## src/rtl/mem_arb_pkg.sv

```systemverilog
// mem_arb_pkg: shared types and constants for the memory port arbiter
package mem_arb_pkg;
    typedef enum logic [1:0] {IDLE, BUSY_IF, BUSY_DM} arb_state_t;
    typedef enum logic {PORT_IF, PORT_DM} port_t;
    localparam logic [127:0] FETCH_BE = '1;
endpackage

```

## src/rtl/mem_arb_watchdog.sv

```systemverilog
// mem_arb_watchdog: counts cycles spent waiting on memory and flags the last allowed one
module mem_arb_watchdog #(
    parameter int TIMEOUT = 64
) (
    input  logic clk,
    input  logic rst,
    input  logic i_clear,
    input  logic i_enable,
    output logic o_expired
);
    localparam int CW = $clog2(TIMEOUT);
    logic [CW-1:0] r_cnt;
    // count busy cycles from zero after each grant
    always_ff @(posedge clk) begin
        if (rst || i_clear) r_cnt <= '0;
        else if (i_enable) r_cnt <= r_cnt + 1'b1;
    end
    assign o_expired = i_enable && (r_cnt == CW'(TIMEOUT - 1));
endmodule

```

## src/rtl/mem_port_arbiter.sv

```systemverilog
// mem_port_arbiter: shares one single-port memory between instruction fetch and data access
module mem_port_arbiter
    import mem_arb_pkg::*;
#(
    parameter int ADDR_WIDTH = 32,
    parameter int DATA_WIDTH = 32,
    parameter int TIMEOUT    = 64
) (
    input  logic                    clk,
    input  logic                    rst,
    input  logic                    i_if_req,
    input  logic [ADDR_WIDTH-1:0]   i_if_addr,
    input  logic                    i_if_kill,
    output logic                    o_if_ready,
    output logic [DATA_WIDTH-1:0]   o_if_rdata,
    input  logic                    i_dm_req,
    input  logic                    i_dm_we,
    input  logic [ADDR_WIDTH-1:0]   i_dm_addr,
    input  logic [DATA_WIDTH-1:0]   i_dm_wdata,
    input  logic [DATA_WIDTH/8-1:0] i_dm_be,
    output logic                    o_dm_ready,
    output logic [DATA_WIDTH-1:0]   o_dm_rdata,
    output logic                    o_mem_req,
    output logic                    o_mem_we,
    output logic [ADDR_WIDTH-1:0]   o_mem_addr,
    output logic [DATA_WIDTH-1:0]   o_mem_wdata,
    output logic [DATA_WIDTH/8-1:0] o_mem_be,
    input  logic                    i_mem_rvalid,
    input  logic [DATA_WIDTH-1:0]   i_mem_rdata,
    output logic                    o_stall_if,
    output logic                    o_stall_mem,
    output logic                    o_mem_err
);
    localparam int BW = DATA_WIDTH / 8;
    arb_state_t r_state, w_next;
    port_t      r_last;
    logic       r_drop, r_we, r_err, r_if_ready, r_dm_ready;
    logic [DATA_WIDTH-1:0] r_if_rdata, r_dm_rdata;
    logic w_idle, w_busy_if, w_busy_dm, w_expired, w_done, w_drop_now;
    logic w_if_pend, w_dm_pend, w_grant_if, w_grant_dm;
    assign w_idle     = r_state == IDLE;
    assign w_busy_if  = r_state == BUSY_IF;
    assign w_busy_dm  = r_state == BUSY_DM;
    assign w_done     = !w_idle && (i_mem_rvalid || w_expired);
    assign w_drop_now = r_drop || i_if_kill;
    // a side whose ready is pulsing has been served and must not be re-granted
    assign w_if_pend  = i_if_req && !r_if_ready && !i_if_kill;
    assign w_dm_pend  = i_dm_req && !r_dm_ready;
    assign w_grant_dm = w_idle && w_dm_pend && (!w_if_pend || r_last == PORT_IF);
    assign w_grant_if = w_idle && w_if_pend && !w_grant_dm;
    mem_arb_watchdog #(.TIMEOUT(TIMEOUT)) u_wdog (
        .clk      (clk),
        .rst      (rst),
        .i_clear  (w_idle),
        .i_enable (!w_idle),
        .o_expired(w_expired)
    );
    // next state: arbitrate in IDLE, return to IDLE on response or timeout
    always_comb begin
        w_next = r_state;
        if (w_idle) w_next = w_grant_dm ? BUSY_DM : (w_grant_if ? BUSY_IF : IDLE);
        else if (w_done) w_next = IDLE;
    end
    // state, round-robin history, kill tracking, response capture and error flag
    always_ff @(posedge clk) begin
        if (rst) begin
            r_state    <= IDLE;
            r_last     <= PORT_IF;
            r_drop     <= 1'b0;
            r_we       <= 1'b0;
            r_err      <= 1'b0;
            r_if_ready <= 1'b0;
            r_dm_ready <= 1'b0;
            r_if_rdata <= '0;
            r_dm_rdata <= '0;
        end else begin
            r_state    <= w_next;
            r_drop     <= w_busy_if && !w_done && w_drop_now;
            r_if_ready <= w_busy_if && w_done && !w_drop_now;
            r_dm_ready <= w_busy_dm && w_done;
            if (w_grant_dm) r_we <= i_dm_we;
            if (w_done) r_last <= w_busy_if ? PORT_IF : PORT_DM;
            if (w_done && !i_mem_rvalid) r_err <= 1'b1;
            if (w_busy_if && i_mem_rvalid && !w_drop_now) r_if_rdata <= i_mem_rdata;
            if (w_busy_dm && i_mem_rvalid && !r_we) r_dm_rdata <= i_mem_rdata;
        end
    end
    assign o_mem_req   = w_grant_if || w_grant_dm;
    assign o_mem_we    = w_grant_dm && i_dm_we;
    assign o_mem_addr  = w_grant_dm ? i_dm_addr : (w_grant_if ? i_if_addr : '0);
    assign o_mem_wdata = w_grant_dm ? i_dm_wdata : '0;
    assign o_mem_be    = w_grant_dm ? i_dm_be : (w_grant_if ? FETCH_BE[BW-1:0] : '0);
    assign o_if_ready  = r_if_ready;
    assign o_if_rdata  = r_if_rdata;
    assign o_dm_ready  = r_dm_ready;
    assign o_dm_rdata  = r_dm_rdata;
    assign o_stall_if  = i_if_req && !r_if_ready;
    assign o_stall_mem = i_dm_req && !r_dm_ready;
    assign o_mem_err   = r_err;
endmodule

```

## config.mk

```make
export PLATFORM = sky130hd
export DESIGN_NAME = mem_port_arbiter
export DESIGN_NICKNAME = d
export VERILOG_FILES = /design/src/rtl/mem_arb_pkg.sv /design/src/rtl/mem_arb_watchdog.sv /design/src/rtl/mem_port_arbiter.sv
export SDC_FILE = /design/constraint.sdc
export NUM_CORES = 1
export LEC_CHECK = 0
export BUFFER_PORTS_ARGS = -buffer_cell sky130_fd_sc_hd__buf_2
export CORE_AREA = 2 2 108 110
export CTS_CLUSTER_DIAMETER = 50
export DETAILED_ROUTE_END_ITERATION = 8
export DIE_AREA = 0 0 110 112
export PLACE_DENSITY_LB_ADDON = 0.08
export SETUP_SLACK_MARGIN = 0.4
export SYNTH_ARGS = -nofsm -noshare
export SYNTH_HDL_FRONTEND = slang
export SYNTH_HIERARCHICAL = 1
export SYNTH_SLANG_ARGS = --single-unit
```

## constraint.sdc

```tcl
create_clock -name clk -period 3.5 [get_ports clk]
set_clock_uncertainty 0.05 [all_clocks]
set_input_delay 0.525 -clock clk [delete_from_list [all_inputs] [get_ports clk]]
set_output_delay 0.525 -clock clk [all_outputs]
set_load 0.005 [all_outputs]
```

==> flow_metrics.py <==
metrics = {
    "place": {
        "dp_hpwl_um": 9570,
        "numPlacedInstances": 889,
        "postPlaceCellArea_mm2": 0.00564,
        "io_buffer_count": 277,
        "gp_congestion": 0.811,
    },
    "timing": {
        "setup_viol": 0,
        "rsz0062_at_grt": "true",
        "relSlewSlack": 0.373,
        "fin_crit_ns": 2.94,
        "slew_viol_final": 0,
        "period_share": 0.840,
        "hold_viol_final": 0,
        "fin_setup_tns_ns": 0,
        "tightestPinTransition_ns": 0.939,
        "fmax_mhz": 340,
    },
    "grt": {
        "grt_use_met2": 0.332,
        "grt_pass1_vias": 4022,
        "globalRouteMet3Util": 0.0328,
        "grt.busiest_layer": "met2",
        "use_met1": 0.252,
        "grt_max_degree": 107,
        "grtUsageTotal": 0.199,
        "grt-ovfl-total": 0,
        "grt_pass1_wl_um": 19500,
        "antenna_found_initial": 0,
    },
    "die": {
        "initial_core_util": 0.379,
        "placementRows": 39,
        "boundaryPins": 278,
        "dieArea_mm2": 0.0123,
        "coreArea_mm2": 0.0112,
        "die_h_um": 112,
        "die_w_um": 110,
    },
    "power_and_ir_drop": {
        "power_density_mw_per_mm2": 381,
        "p_sw_frac": 0.264,
        "cellInternalPower_mw": 1.67,
        "irDropWorstVdd_mv": 0.216,
        "power_frac_clock": 0.401,
        "total_power_mw": 2.27,
        "seqPwrFrac": 0.406,
        "p_sw_uw": 599,
        "leakage_nw": 2.86,
        "power_frac_comb": 0.193,
    },
    "clock_network": {
        "h-tree-depth": 3,
        "cts_tree": "done",
        "cts_buffer_depth": 2,
        "clock_latency_ns": 0.33,
        "cts_root_buf": "clkbuf_16",
        "hold_buffers": 0,
        "clock-sinks": 78,
        "clk_transition_reported_paths_ns": 0.06,
        "cts_made_buffers": 9,
    },
    "synth": {
        "synth_edf_count": 0,
        "synth_common_cells": "78 x dfxtp_1, 70 x nand2_1, 68 x nand2b_1",
        "synth.top_cell.area_share": 0.369,
        "avgSynthCellArea_um2": 8.37,
        "yosys_warnings": 6,
        "synth_cells": 506,
        "ys_seq_elements": 78,
        "yosysTopAreaCell": "dfxtp_1",
        "syn-num-nets": 646,
        "synth_compound_area_frac": 0.196,
        "synth_top_family_by_area": "simple AND/OR/NAND/NOR gates",
        "yosysSeqAreaShare": 0.369,
        "ys.flop_type": "dfxtp_1",
        "synthesis.area_mm2": 0.00423,
        "ys_top_cells_by_area": "dfxtp_1 37%, nand2b_1 10%, mux2i_1 8.0%, o2111ai_1 6.6%, nand2_1 6.2%",
        "synth-simple-area-share": 0.253,
        "synthArstFlopShare": 0,
        "synth_mux_area_frac": 0.0804,
        "synthAdderAreaFrac": 0.00296,
        "synth_cell_type_count": 40,
        "synth-xor-area-share": 0.00827,
        "yosys.cell_count.top_type": "dfxtp_1",
    },
    "routing": {
        "wl_per_cell_um": 14.2,
        "first_pass_iters": 4,
        "antenna_left": 0,
        "vias": 4386,
        "vias_per_cell": 4.84,
        "drt_iter0_drc": 212,
        "wirelength_um": 12900,
        "post-route-drc-count": 0,
    },
    "worst_setup_path": {
        "critPathMaxFanout": 17,
        "arrival_ns": 2.36,
        "cp-end-kind": "output pin",
        "cp_top_family": "compound AO/OA/AOI/OAI gates",
        "path_cells": "or2_0 -> a211oi_2 -> and2_1 -> buf_2",
        "crit_type": "register to output pin",
        "required_ns": 2.92,
        "cpMaxStageDelayCell": "a211oi_2",
        "worst-path-buf-inv": 1,
        "critPathLaunchType": "register",
        "cpPeakStageDelay_ns": 0.88,
        "r2r_setup_slack_ns": 1.22,
    },
    "finish": {
        "drive_above_1_share": 0.448,
        "final_cells": 907,
        "antennaDiodeCount": 0,
        "post-route-util": 0.533,
        "final_cell_area_mm2": 0.00596,
        "num-fill-cells": 1085,
        "nets": 899,
        "area_growth_syn_to_layout_pct": 40.8,
    },
    "hold_path": {
        "hold_class": "input pin to register",
    },
    "run_status": {
        "status": "complete, no violations",
    },
    "job": {
        "maxCapViolCount": 0,
    },
}
==> metrics by stage <==
| step | hold WS, ns | setup WS, ns |
|---|---|---|
| finish | 0.391 | 0.561 |
| floorplan | 0.403 | 1.46 |
| global route | 0.390 | 0.396 |
| detailed placement | 0.394 | 0.565 |
| CTS | 0.380 | 0.474 |
| global placement | 0.389 | 0.648 |
==> cells in the final DEF, fill, tap and decap left out, drive strengths merged, types with 2 or more instances in the layout <==
cell type  count
nor2           9
nand2         70
inv           35
a211oi         2
nand2b        68
nor4b          2
dfxtp         78
clkbuf        11
o21a           3
or2            2
xor2           3
mux2i         34
o2111ai       32
o21ai         36
and2          33
clkinv         3
buf          287
clkinvlp       2
nand4          3
a21oi         37
==> area by class of cell <==
class / count / area (um2) / share of cell area
clock buffer: 11 / 233 / 0.0391
clock inverter: 5 / 60.1 / 0.0101
inverter: 36 / 139 / 0.0233
multi-input combinational: 347 / 2330 / 0.390
sequential: 78 / 1560 / 0.262
tap: 143 / 179 / 0.0300
timing repair buffer: 287 / 1460 / 0.245
==> power by group through the flow <==
stage               combinational, mW  sequential [mW]  clock, mW
finish                          0.437            0.922      0.910
global route                    0.484            0.924      0.984
CTS                             0.432            0.922      0.938
detailed placement              0.430            0.941          0
global placement                0.425            0.941          0
floorplan                       0.241            0.941          0
==> worst min-delay path, stage by stage <==
cell	delay [ns]
buf_2	0.10
nand2_1	0.05
a21oi_1	0.05
==> what timing repair did <==
action	CTS	global route
endpoints found under the hold margin	0	0
resized for setup	0	2
setup endpoints to repair	0	10
buffers inserted	0	1
==> sequential cells by signal (all words and copies together), names as in the netlist <==
register	cells
o_if_rdata	32
r_state	2
o_dm_ready	1
o_mem_err	1
o_dm_rdata	32
r_drop	1
r_last	1
u_wdog/r_cnt	6
o_if_ready	1
r_we	1
==> routing by layer <==
| metal | vias up | part of all wire | wire (um) |
|---|---|---|---|
| met2 | 166 | 0.49 | 6280 |
| met5 | - | 0 | 0 |
| met1 | 2001 | 0.44 | 5630 |
| met4 | 0 | 0.021 | 274 |
| met3 | 20 | 0.057 | 735 |
| li1 | 2199 | - | - |
==> cell families after synthesis <==
logic type                 count (synthesis)
AOI/OAI and AO/OA                        112
xor gates and xnor gates                   4
adders and majority gates                  1
buffers and inverters                     82
DFF                                       78
muxes                                     34
and+or+nand+nor                          195
==> final timing paths <==
kind / start / endpoint / depth (start not counted)
worst max register to register: r_state[0] / o_if_ready / 6
worst min register to register: o_dm_rdata[17] / o_dm_rdata[17] / 2
worst max-delay path: r_state[0] / o_mem_wdata[27] / 4
worst min-delay path: i_mem_rdata[25] / o_dm_rdata[25] / 3
Note: power is estimated with default switching activity, not from simulation.
